### src/rtl/nand_flash_ctrl_if.sv
// Host command/response and flash-array bus for nand_flash_ctrl.
// master = host plus memory environment, slave = controller.
interface nand_flash_ctrl_if;
  logic       cmd_valid;
  logic       cmd_ready;
  logic [1:0] cmd_op;
  logic [7:0] cmd_addr;
  logic [7:0] cmd_wdata;
  logic       wp_n;
  logic       rsp_valid;
  logic       rsp_err;
  logic [7:0] rsp_rdata;
  logic       mem_we;
  logic       mem_re;
  logic [7:0] mem_addr;
  logic [7:0] mem_wdata;
  logic [7:0] mem_rdata;

  modport master (
    output cmd_valid, cmd_op, cmd_addr, cmd_wdata, wp_n, mem_rdata,
    input  cmd_ready, rsp_valid, rsp_err, rsp_rdata,
           mem_we, mem_re, mem_addr, mem_wdata
  );

  modport slave (
    input  cmd_valid, cmd_op, cmd_addr, cmd_wdata, wp_n, mem_rdata,
    output cmd_ready, rsp_valid, rsp_err, rsp_rdata,
           mem_we, mem_re, mem_addr, mem_wdata
  );
endinterface

### src/rtl/nand_flash_ctrl.sv
// NAND-style flash controller: byte read, 1->0-only program, block erase to FF.
// Every output is a register; the array returns read data one cycle after mem_re.
module nand_flash_ctrl #(
  parameter int BLK_LOG2 = 4
) (
  input  logic               clk,
  input  logic               rst_n,
  nand_flash_ctrl_if.slave   bus
);

  typedef enum logic [1:0] {
    OP_READ    = 2'd0,
    OP_PROGRAM = 2'd1,
    OP_ERASE   = 2'd2,
    OP_RSVD    = 2'd3
  } op_e;

  typedef enum logic [2:0] {
    IDLE, RD_ISSUE, RD_WAIT, PG_READ, PG_WAIT, PG_WRITE, ER_WRITE, RESP
  } state_e;

  localparam logic [BLK_LOG2-1:0] CNT_ZERO = '0;
  localparam logic [BLK_LOG2-1:0] CNT_LAST = '1;

  state_e              state_q;
  logic [7:0]          addr_q;
  logic [7:0]          wdata_q;
  logic [BLK_LOG2-1:0] cnt_q;
  logic                cmd_ready_q;
  logic                rsp_valid_q;
  logic                rsp_err_q;
  logic [7:0]          rsp_rdata_q;
  logic                mem_we_q;
  logic                mem_re_q;
  logic [7:0]          mem_addr_q;
  logic [7:0]          mem_wdata_q;

  logic [BLK_LOG2-1:0] cnt_d;
  logic [7:0]          er_addr_d;
  logic                prog_bad;
  op_e                 op;

  assign op        = op_e'(bus.cmd_op);
  assign cnt_d     = cnt_q + BLK_LOG2'(1);
  // Erase addresses keep the latched block bits, so the sweep never leaves it.
  assign er_addr_d = {addr_q[7:BLK_LOG2], cnt_d};
  assign prog_bad  = |(~bus.mem_rdata & wdata_q);

  always_ff @(posedge clk or negedge rst_n) begin
    if (!rst_n) begin
      state_q     <= IDLE;
      addr_q      <= '0;
      wdata_q     <= '0;
      cnt_q       <= '0;
      cmd_ready_q <= 1'b0;
      rsp_valid_q <= 1'b0;
      rsp_err_q   <= 1'b0;
      rsp_rdata_q <= '0;
      mem_we_q    <= 1'b0;
      mem_re_q    <= 1'b0;
      mem_addr_q  <= '0;
      mem_wdata_q <= '0;
    end else begin
      // NOTE: non-blocking throughout; these pulse defaults are simply
      // overridden by any later assignment in the same edge.
      rsp_valid_q <= 1'b0;
      rsp_err_q   <= 1'b0;
      rsp_rdata_q <= '0;
      mem_we_q    <= 1'b0;
      mem_re_q    <= 1'b0;
      mem_addr_q  <= '0;
      mem_wdata_q <= '0;

      unique case (state_q)
        IDLE: begin
          cmd_ready_q <= 1'b1;
          if (bus.cmd_valid && cmd_ready_q) begin
            cmd_ready_q <= 1'b0;
            addr_q      <= bus.cmd_addr;
            wdata_q     <= bus.cmd_wdata;
            cnt_q       <= '0;
            if (op == OP_READ || (op == OP_PROGRAM && bus.wp_n)) begin
              state_q    <= (op == OP_READ) ? RD_ISSUE : PG_READ;
              mem_re_q   <= 1'b1;
              mem_addr_q <= bus.cmd_addr;
            end else if (op == OP_ERASE && bus.wp_n) begin
              state_q     <= ER_WRITE;
              mem_we_q    <= 1'b1;
              mem_wdata_q <= 8'hFF;
              mem_addr_q  <= {bus.cmd_addr[7:BLK_LOG2], CNT_ZERO};
            end else begin
              state_q     <= RESP;
              rsp_valid_q <= 1'b1;
              rsp_err_q   <= 1'b1;
            end
          end
        end
        RD_ISSUE: state_q <= RD_WAIT;
        RD_WAIT: begin
          state_q     <= RESP;
          rsp_valid_q <= 1'b1;
          rsp_rdata_q <= bus.mem_rdata;
        end
        PG_READ: state_q <= PG_WAIT;
        PG_WAIT: begin
          if (prog_bad) begin
            state_q     <= RESP;
            rsp_valid_q <= 1'b1;
            rsp_err_q   <= 1'b1;
          end else begin
            state_q     <= PG_WRITE;
            mem_we_q    <= 1'b1;
            mem_addr_q  <= addr_q;
            mem_wdata_q <= bus.mem_rdata & wdata_q;
          end
        end
        PG_WRITE: begin
          state_q     <= RESP;
          rsp_valid_q <= 1'b1;
        end
        ER_WRITE: begin
          if (cnt_q == CNT_LAST) begin
            state_q     <= RESP;
            rsp_valid_q <= 1'b1;
          end else begin
            cnt_q       <= cnt_d;
            mem_we_q    <= 1'b1;
            mem_wdata_q <= 8'hFF;
            mem_addr_q  <= er_addr_d;
          end
        end
        RESP: begin
          state_q     <= IDLE;
          cmd_ready_q <= 1'b1;
        end
      endcase
    end
  end

  assign bus.cmd_ready = cmd_ready_q;
  assign bus.rsp_valid = rsp_valid_q;
  assign bus.rsp_err   = rsp_err_q;
  assign bus.rsp_rdata = rsp_rdata_q;
  assign bus.mem_we    = mem_we_q;
  assign bus.mem_re    = mem_re_q;
  assign bus.mem_addr  = mem_addr_q;
  assign bus.mem_wdata = mem_wdata_q;

endmodule

### src/flat_wrapper.sv
// flat-port wrapper written by rule: the top's interface ports become plain ports
module nand_flash_ctrl_flat 
#(
  parameter int BLK_LOG2 = 4
)
  (clk, rst_n, bus_cmd_valid, bus_cmd_op, bus_cmd_addr, bus_cmd_wdata, bus_wp_n, bus_mem_rdata, bus_cmd_ready, bus_rsp_valid, bus_rsp_err, bus_rsp_rdata, bus_mem_we, bus_mem_re, bus_mem_addr, bus_mem_wdata);
  nand_flash_ctrl_if bus_i ();
  input  logic clk;
  input  logic rst_n;
  input wire logic [$bits(bus_i.cmd_valid)-1:0] bus_cmd_valid;
  input wire logic [$bits(bus_i.cmd_op)-1:0] bus_cmd_op;
  input wire logic [$bits(bus_i.cmd_addr)-1:0] bus_cmd_addr;
  input wire logic [$bits(bus_i.cmd_wdata)-1:0] bus_cmd_wdata;
  input wire logic [$bits(bus_i.wp_n)-1:0] bus_wp_n;
  input wire logic [$bits(bus_i.mem_rdata)-1:0] bus_mem_rdata;
  output wire logic [$bits(bus_i.cmd_ready)-1:0] bus_cmd_ready;
  output wire logic [$bits(bus_i.rsp_valid)-1:0] bus_rsp_valid;
  output wire logic [$bits(bus_i.rsp_err)-1:0] bus_rsp_err;
  output wire logic [$bits(bus_i.rsp_rdata)-1:0] bus_rsp_rdata;
  output wire logic [$bits(bus_i.mem_we)-1:0] bus_mem_we;
  output wire logic [$bits(bus_i.mem_re)-1:0] bus_mem_re;
  output wire logic [$bits(bus_i.mem_addr)-1:0] bus_mem_addr;
  output wire logic [$bits(bus_i.mem_wdata)-1:0] bus_mem_wdata;
  assign bus_i.cmd_valid = bus_cmd_valid;
  assign bus_i.cmd_op = bus_cmd_op;
  assign bus_i.cmd_addr = bus_cmd_addr;
  assign bus_i.cmd_wdata = bus_cmd_wdata;
  assign bus_i.wp_n = bus_wp_n;
  assign bus_i.mem_rdata = bus_mem_rdata;
  assign bus_cmd_ready = bus_i.cmd_ready;
  assign bus_rsp_valid = bus_i.rsp_valid;
  assign bus_rsp_err = bus_i.rsp_err;
  assign bus_rsp_rdata = bus_i.rsp_rdata;
  assign bus_mem_we = bus_i.mem_we;
  assign bus_mem_re = bus_i.mem_re;
  assign bus_mem_addr = bus_i.mem_addr;
  assign bus_mem_wdata = bus_i.mem_wdata;
  nand_flash_ctrl #(.BLK_LOG2(BLK_LOG2)) u_core (.clk(clk), .rst_n(rst_n), .bus(bus_i));
endmodule
### config.mk
export PLATFORM = sky130hd
export DESIGN_NAME = nand_flash_ctrl_flat
export DESIGN_NICKNAME = d
export VERILOG_FILES = /design/src/rtl/nand_flash_ctrl_if.sv /design/src/rtl/nand_flash_ctrl.sv /design/src/flat_wrapper.sv
export SDC_FILE = /design/constraint.sdc
export NUM_CORES = 1
export LEC_CHECK = 0
export ABC_CLOCK_PERIOD_IN_PS = 1800
export BUFFER_PORTS_ARGS = -buffer_cell sky130_fd_sc_hd__buf_4
export CAP_MARGIN = 10
export CORE_ASPECT_RATIO = 0.8
export CORE_MARGIN = 10
export CORE_UTILIZATION = 52
export CTS_CLUSTER_DIAMETER = 80
export CTS_CLUSTER_SIZE = 14
export DETAILED_ROUTE_END_ITERATION = 10
export PLACE_DENSITY = 0.87
export SETUP_SLACK_MARGIN = 0.05
export SLEW_MARGIN = 20
export SYNTH_ARGS = -nofsm -noshare
export SYNTH_HDL_FRONTEND = slang
export SYNTH_SLANG_ARGS = --single-unit
### constraint.sdc
create_clock -name clk -period 1.8 [get_ports clk]
set_input_delay 0.36 -clock clk [delete_from_list [all_inputs] [get_ports clk]]
set_output_delay 0.36 -clock clk [all_outputs]
set_load 0.005 [all_outputs]
==> impl_metrics.yaml, run 1 <==
grt:
  grt_pass1_vias: 1794
  global_route_congestion_overflow_total: 0
  grt.total_usage_pct: 14.9
  grt_start_max_net_pins: 53
  wire_length_of_the_first_global_routing_pass_microns: 8960
  grt_antenna_before_repair: 0
timing:
  clock-skew-final_ns: 0.00828
  slew_headroom_pct: 58.8
  final_period_minus_worst_setup_slack_ns: 1.64
  tns_ns: 0
  maxClockFrequency_mhz: 610
  setup_ws_ns: 0.160
  final-max-slew-violation-count: 0
  finalHoldViolCount: 0
  hold_slack_ns: 0.0717
  grt_setup_unrepaired: "false"
  setup-violations-final: 0
  final.period_utilization_pct: 91.1
  timing_worst_slew_pin_value_ns: 0.618
synthesis:
  synth-async-reset-ratio_pct: 100
  synth.net_count: 236
  postSynth.topFlopCell: "dfrtp_1"
  synth-edff-count: 0
  synth_area_per_cell_sq_um: 11.2
  arithmetic_cell_share_of_the_synthesized_area_counting_full_adders_half_adders_and_majority_gates_pct: 0.546
  post_synth_and_or_nand_nor_area_fraction_pct: 20.5
  synth-xor-area-share_pct: 0.764
  netlist_top_cells_area: "dfrtp_1 (57%), nand2_1 (7.2%), o21ai_1 (3.1%)"
  dominant_combinational_cell_family_by_area_after_synthesis: "simple AND/OR/NAND/NOR gates"
  seq_area_frac_synth_pct: 56.7
  yosys.area.top_type: "dfrtp_1"
  synth.ff_latch_count: 52
  synth.cell_area_sq_um: 2290
  proportion_of_synthesized_area_in_mux_cells_pct: 1.31
  synth_warn: 0
  post_synthesis_instance_total: 205
  synth_compound_area_share_pct: 16.0
  synth_top_cell_area_share_pct: 56.7
  ys_types: 39
critical_path:
  worst_ep_required_time_ns: 2.02
  worst-endpoint-arrival_ns: 1.86
  r2r-start: "u_core.wdata_q[6]"
  crit_path_end_kind: "flip-flop"
  critical_path.startpoint: "u_core.wdata_q[6]"
  r2r_slack_ns: 0.16
  critical-path-slowest-cell: "a2111oi_4"
  start_kind: "flip-flop"
  critPathCapture: "u_core.bus.mem_addr[4]"
  crit_chain: "nor2b_4, a2111oi_4, nand3_4, o21ai_1"
  timing.critical_path.slowest_cell_delay_ns: 0.50
  reg2reg_depth: 4
  timing.rr.end: "u_core.bus.mem_addr[4]"
  crit_type: "reg2reg"
  timing.critical_path.fanout_max: 14
finish:
  areaGrowthSynthToFinish_pct: 26.3
  drive_gt1_share_pct: 33.2
  layout.cells.most_common_list: "buf_4 (66), dfrtp_1 (52), nand2_1 (44)"
  layout.cell_area.non_filler_sq_um: 2900
  antenna-diode-count: 0
  nets: 302
  final_common_cell: "buf_4"
status:
  status: "finished, final reports clean"
clock_tree:
  clock_insertion_delay_worst_skew_ns: 0.30
  cts-buffers-inserted: 5
  cts_tree: "done"
  clock_transition_at_the_register_clock_pins_on_the_worst_setup_and_hold_paths_after_cts_ns: 0.09
  ctsRootBufferMaster: "clkbuf_8"
  number_of_clock_sinks: 52
  post-cts-setup-buffer-count: 0
  ctsHoldBuffers: 0
  cts.repair.resized: 0
  clk_path_buf_depth: 2
  cts_max_level: 2
power_and_ir_drop:
  leakage_nw: 1.44
  irDropWorstVdd_v: 0.000979
  power_per_cell_area_nw_per_um2: 1460
  post_layout_total_power_mw: 4.24
flow_run:
  timing.max_cap.violations: 0
floorplanning:
  ioPinCount: 59
  horiz_die_dim_microns: 94.3
  initial_utilization_pct: 54.2
  die_area_sq_um: 7480
  die-height_microns: 79.4
  placeableCoreArea_sq_um: 4230
  num_rows: 21
place:
  globalplace.congestion: 0.814
  placement.setup.worst_slack_ns: 0.186
  place.detailed.hpwl_microns: 4170
  placement.cell_area_sq_um: 2820
  place.port_buffers: 58
hold_path:
  hp-class: "in2async"
routing:
  post_drt_via_cell_ratio: 5.25
  dr.pass1.iters: 4
  vias: 1721
  drt_iter0_drc: 117
  wirelength_microns: 5340
  post_drt_wl_per_cell_microns: 16.3
  drc: 0
  ant_nets: 0
-- cells in the mapped netlist (2+ instances only) --
cell       number
a21o_1          4
inv_1           8
nand3_1         2
a32oi_1         4
nor3_1          2
nor2b_4         2
o2bb2ai_1       2
and2_1         10
mux2_4          2
a21oi_1         4
nor2b_1         8
o21ai_1        14
o21ai_2         4
xnor2_1         2
o21ai_0         3
a2111oi_4       2
buf_2           4
buf_6           4
nand2b_1        2
nor2_1          6
and3_1          2
a221o_1         3
dfrtp_1        52
nand2_1        44
-- how the worst min path moves through the flow --
| stage | from | to | slack [ns] | cells after the start |
|---|---|---|---|---|
| floorplan | rst_n | u_core.addr_q[0] | 0.06 | 0 |
| global placement | rst_n | u_core.bus.rsp_rdata[0] | 0.42 | 1 |
| detailed placement | rst_n | u_core.bus.cmd_ready | 0.42 | 1 |
| CTS | rst_n | u_core.state_q[2] | 0.09 | 1 |
| global route | rst_n | u_core.bus.mem_re | 0.11 | 1 |
| finish | rst_n | u_core.state_q[2] | 0.07 | 1 |
-- state kept, by name, summed over array words and instances, names as in the netlist --
name	cells
u_core.bus.mem_wdata	8
u_core.bus.cmd_ready	1
u_core.addr_q	8
u_core.bus.mem_we	1
u_core.wdata_q	8
u_core.bus.rsp_rdata	8
u_core.bus.rsp_err	1
u_core.state_q	3
u_core.cnt_q	4
u_core.bus.mem_addr	8
u_core.bus.rsp_valid	1
u_core.bus.mem_re	1
-- worst max-delay path, delay by kind of cell (launching register included) --
family | cells | cell delay, ns
compound gates | 2 | 0.72
flops | 1 | 0.40
simple gates | 2 | 0.43
-- metal layers --
| layer | GRT usage (%) | vias to the layer above | wire (microns) |
|---|---|---|---|
| met5 | 0 | - | 0 |
| met4 | 4.85 | 0 | 57 |
| met3 | 4.23 | 6 | 415 |
| met2 | 24.2 | 56 | 2670 |
| met1 | 18.7 | 833 | 2200 |
| li1 | - | 826 | - |
-- metrics by stage --
stage / util, % / cells
CTS: 68.5 / 328
floorplan: - / 205
global route: 68.5 / 328
global placement: 66.5 / 321
finish: 68.5 / 328
detailed placement: 66.5 / 321
-- kinds of logic after synthesis --
group	count (synthesis)
fa+ha+maj	1
buf+inv	16
compound gates	46
xor+xnor	2
simple gates	86
mux	2
flops	52
-- final cells by class --
cell class / count / area, sq um
Fill cell: 332 / 1330
Tap cell: 57 / 71.3
Inverter: 8 / 30.0
Timing Repair Buffer: 67 / 515
Clock inverter: 2 / 12.5
Multi-Input combinational cell: 137 / 897
Sequential cell: 52 / 1300
Clock buffer: 5 / 68.8
-- power by group --
| group | internal (mW) | switching, mW | leakage [nW] | total (mW) |
|---|---|---|---|---|
| sequential | 1.61 | 0.269 | 0.662 | 1.88 |
| combinational | 0.888 | 0.850 | 0.742 | 1.74 |
| clock | 0.264 | 0.358 | 0.0400 | 0.622 |
Note: power is estimated with default switching activity, not from simulation.
==> run 2, diff against run 1 <==
ABC_AREA = 1   (was not set)
CORE_UTILIZATION = 40   (was 52)
PLACE_DENSITY = 0.71   (was 0.87)
==> run 2 against run 1 <==
Compared with the run above: critical path depth grew 2; wire length is 3.4% higher; global-route usage decreased by 2.5 points; clock power rose by 8.4%; highest routed layer unchanged.
==> impl_metrics.yaml, run 2 <==
routing:
  post_drt_wl_per_cell_microns: 13.5
  drt_iter0_drc: 95
  vias: 1857
  drc: 0
  dr.pass1.iters: 4
  wirelength_microns: 5520
  ant_nets: 0
  post_drt_via_cell_ratio: 4.54
finish:
  layout.cells.most_common_list: "nand2_1 (101), buf_4 (61), dfrtp_1 (52)"
  postLayoutCoreUtil_pct: 53.0
  nets: 361
  final_common_cell: "nand2_1"
  final-instance-count-excl-fill: 409
  antenna-diode-count: 0
  areaGrowthSynthToFinish_pct: 27.5
  drive_gt1_share_pct: 27.2
clock_tree:
  ctsRootBufferMaster: "clkbuf_8"
  clock_insertion_delay_worst_skew_ns: 0.30
  cts.repair.resized: 0
  cts_tree: "done"
  cts-buffers-inserted: 5
  cts_max_level: 2
  ctsHoldBuffers: 0
  number_of_clock_sinks: 52
  clk_path_buf_depth: 2
  clock_transition_at_the_register_clock_pins_on_the_worst_setup_and_hold_paths_after_cts_ns: 0.10
  post-cts-setup-buffer-count: 0
place:
  place.port_buffers: 58
  globalplace.congestion: 0.827
  placedCellCount: 401
  place.detailed.hpwl_microns: 4280
  placement.setup.worst_slack_ns: 0.214
power_and_ir_drop:
  power_per_cell_area_nw_per_um2: 1440
  internal_power_mw: 2.57
  share_clk_of_total_power_pct: 16.1
  power_switching_share_pct: 38.7
  power_frac_seq_pct: 45.5
  irDropWorstVdd_v: 0.000632
  switching_power_mw: 1.63
  leakage_nw: 1.61
  combinationalPowerShare_pct: 38.4
timing:
  finalHoldViolCount: 0
  tns_ns: 0
  clock-skew-final_ns: 0.0122
  final-max-slew-violation-count: 0
  maxClockFrequency_mhz: 630
  slew_headroom_pct: 57.1
  setup-violations-final: 0
  final_period_minus_worst_setup_slack_ns: 1.59
  setup_ws_ns: 0.213
  final.period_utilization_pct: 88.2
  timing_worst_slew_pin_value_ns: 0.644
  grt_setup_unrepaired: "false"
  hold_slack_ns: 0.0728
critical_path:
  start_kind: "flip-flop"
  crit_type: "reg2reg"
  worst-endpoint-arrival_ns: 1.77
  worst_ep_required_time_ns: 1.99
  timing.critical_path.fanout_max: 8
  timing.rr.end: "u_core.bus.mem_wdata[2]"
  reg2reg_depth: 6
  r2r-start: "u_core.cnt_q[0]"
  r2r_slack_ns: 0.21
  crit_path_end_kind: "flip-flop"
synthesis:
  synth_area_per_cell_sq_um: 8.62
  netlist_top_cells_area: "dfrtp_1 (57%), nand2_1 (17%), nand3_1 (4.4%)"
  synth.top_cells.by_count: "nand2_1 (101), dfrtp_1 (52), inv_1 (21), nand3_1 (20), nor2_1 (19)"
  synth-async-reset-ratio_pct: 100
  synth_warn: 0
  synth_most_common_cell: "nand2_1"
  synth.ff_latch_count: 52
  seq_area_frac_synth_pct: 57.0
  synth.cell_area_sq_um: 2280
  synth.net_count: 296
  ys_types: 27
  post_synthesis_instance_total: 265
  synth-edff-count: 0
  postSynth.topFlopCell: "dfrtp_1"
  yosys.area.top_type: "dfrtp_1"
  synth_top_cell_area_share_pct: 57.0
floorplanning:
  die-height_microns: 87.6
  num_rows: 24
  placeableCoreArea_sq_um: 5500
  horiz_die_dim_microns: 104
  initial_utilization_pct: 41.6
  ioPinCount: 59
  die_area_sq_um: 9150
grt:
  grt_pass1_vias: 1831
  wire_length_of_the_first_global_routing_pass_microns: 9160
  grt_antenna_before_repair: 0
  global_route_congestion_overflow_total: 0
  grt_start_max_net_pins: 53
  grt.total_usage_pct: 12.4
flow_run:
  timing.max_cap.violations: 0
hold_path:
  hp-class: "in2async"
status:
  status: "finished, final reports clean"
## run 2: critical path, stage by stage, from the launching register on
cell	delay [ns]
dfrtp_1	0.41
ha_1	0.21
nand3_1	0.23
inv_1	0.23
nor2_4	0.07
nor2_4	0.21
o21ai_1	0.12
## run 2: power by group through the flow
stage	clock [mW]	combinational [mW]	sequential, mW
6_report	0.674	1.61	1.91
5_1_grt	0.737	1.84	1.97
4_1_cts	0.693	1.65	1.91
3_5_place_dp	0	1.64	1.93
3_3_place_gp	0	1.59	1.92
2_1_floorplan	0	0.972	1.89
## run 2: per-stage QoR
stage                     power, mW  area [sq um]
final                          4.20          2910
after global routing           4.55          2910
after CTS                      4.25          2910
after detailed placement       3.57          2820
after global placement         3.51          2820
after floorplan                2.87          2280
## run 2: area by class of cell
type / count / area (sq um)
Clock inverter: 3 / 21.3
Inverter: 28 / 109
Tap cell: 78 / 97.6
Clock buffer: 5 / 68.8
Multi-Input combinational cell: 182 / 856
Sequential cell: 52 / 1300
Fill cell: 541 / 2580
Timing Repair Buffer: 61 / 458
## run 2: how the worst max path moves through the flow
stage | startpoint | end | slack [ns] | depth (start not counted)
2_1_floorplan | u_core.cnt_q[0] | u_core.bus.mem_addr[3] | 0.44 | 7
3_3_place_gp | u_core.state_q[1] | u_core.bus.mem_wdata[1] | 0.32 | 7
3_5_place_dp | u_core.cnt_q[0] | u_core.bus.mem_wdata[2] | 0.21 | 6
4_1_cts | u_core.cnt_q[0] | u_core.bus.mem_wdata[2] | 0.20 | 6
5_1_grt | u_core.cnt_q[0] | u_core.bus.mem_wdata[2] | 0.07 | 6
6_report | u_core.cnt_q[0] | u_core.bus.mem_wdata[2] | 0.21 | 6
## run 2: logic make-up (layout without fill, tap and decap cells)
group                      after synthesis  after routing  share of synthesized area [%]
adders and majority gates                1              1                          0.548
and+or+nand+nor                        161            161                           32.3
AOI/OAI and AO/OA                       20             20                           4.66
buffers and inverters                   31             97                           5.53
DFF                                     52             52                           57.0
## run 2: per-layer routing
metal  track usage [%]  vias up  wire length (microns)
met5                 0        -                      0
met4              3.40        0                     57
met3              3.89        5                    340
met2              20.2       46                   2670
met1              15.8      849                   2450
li1                  -      957                      -
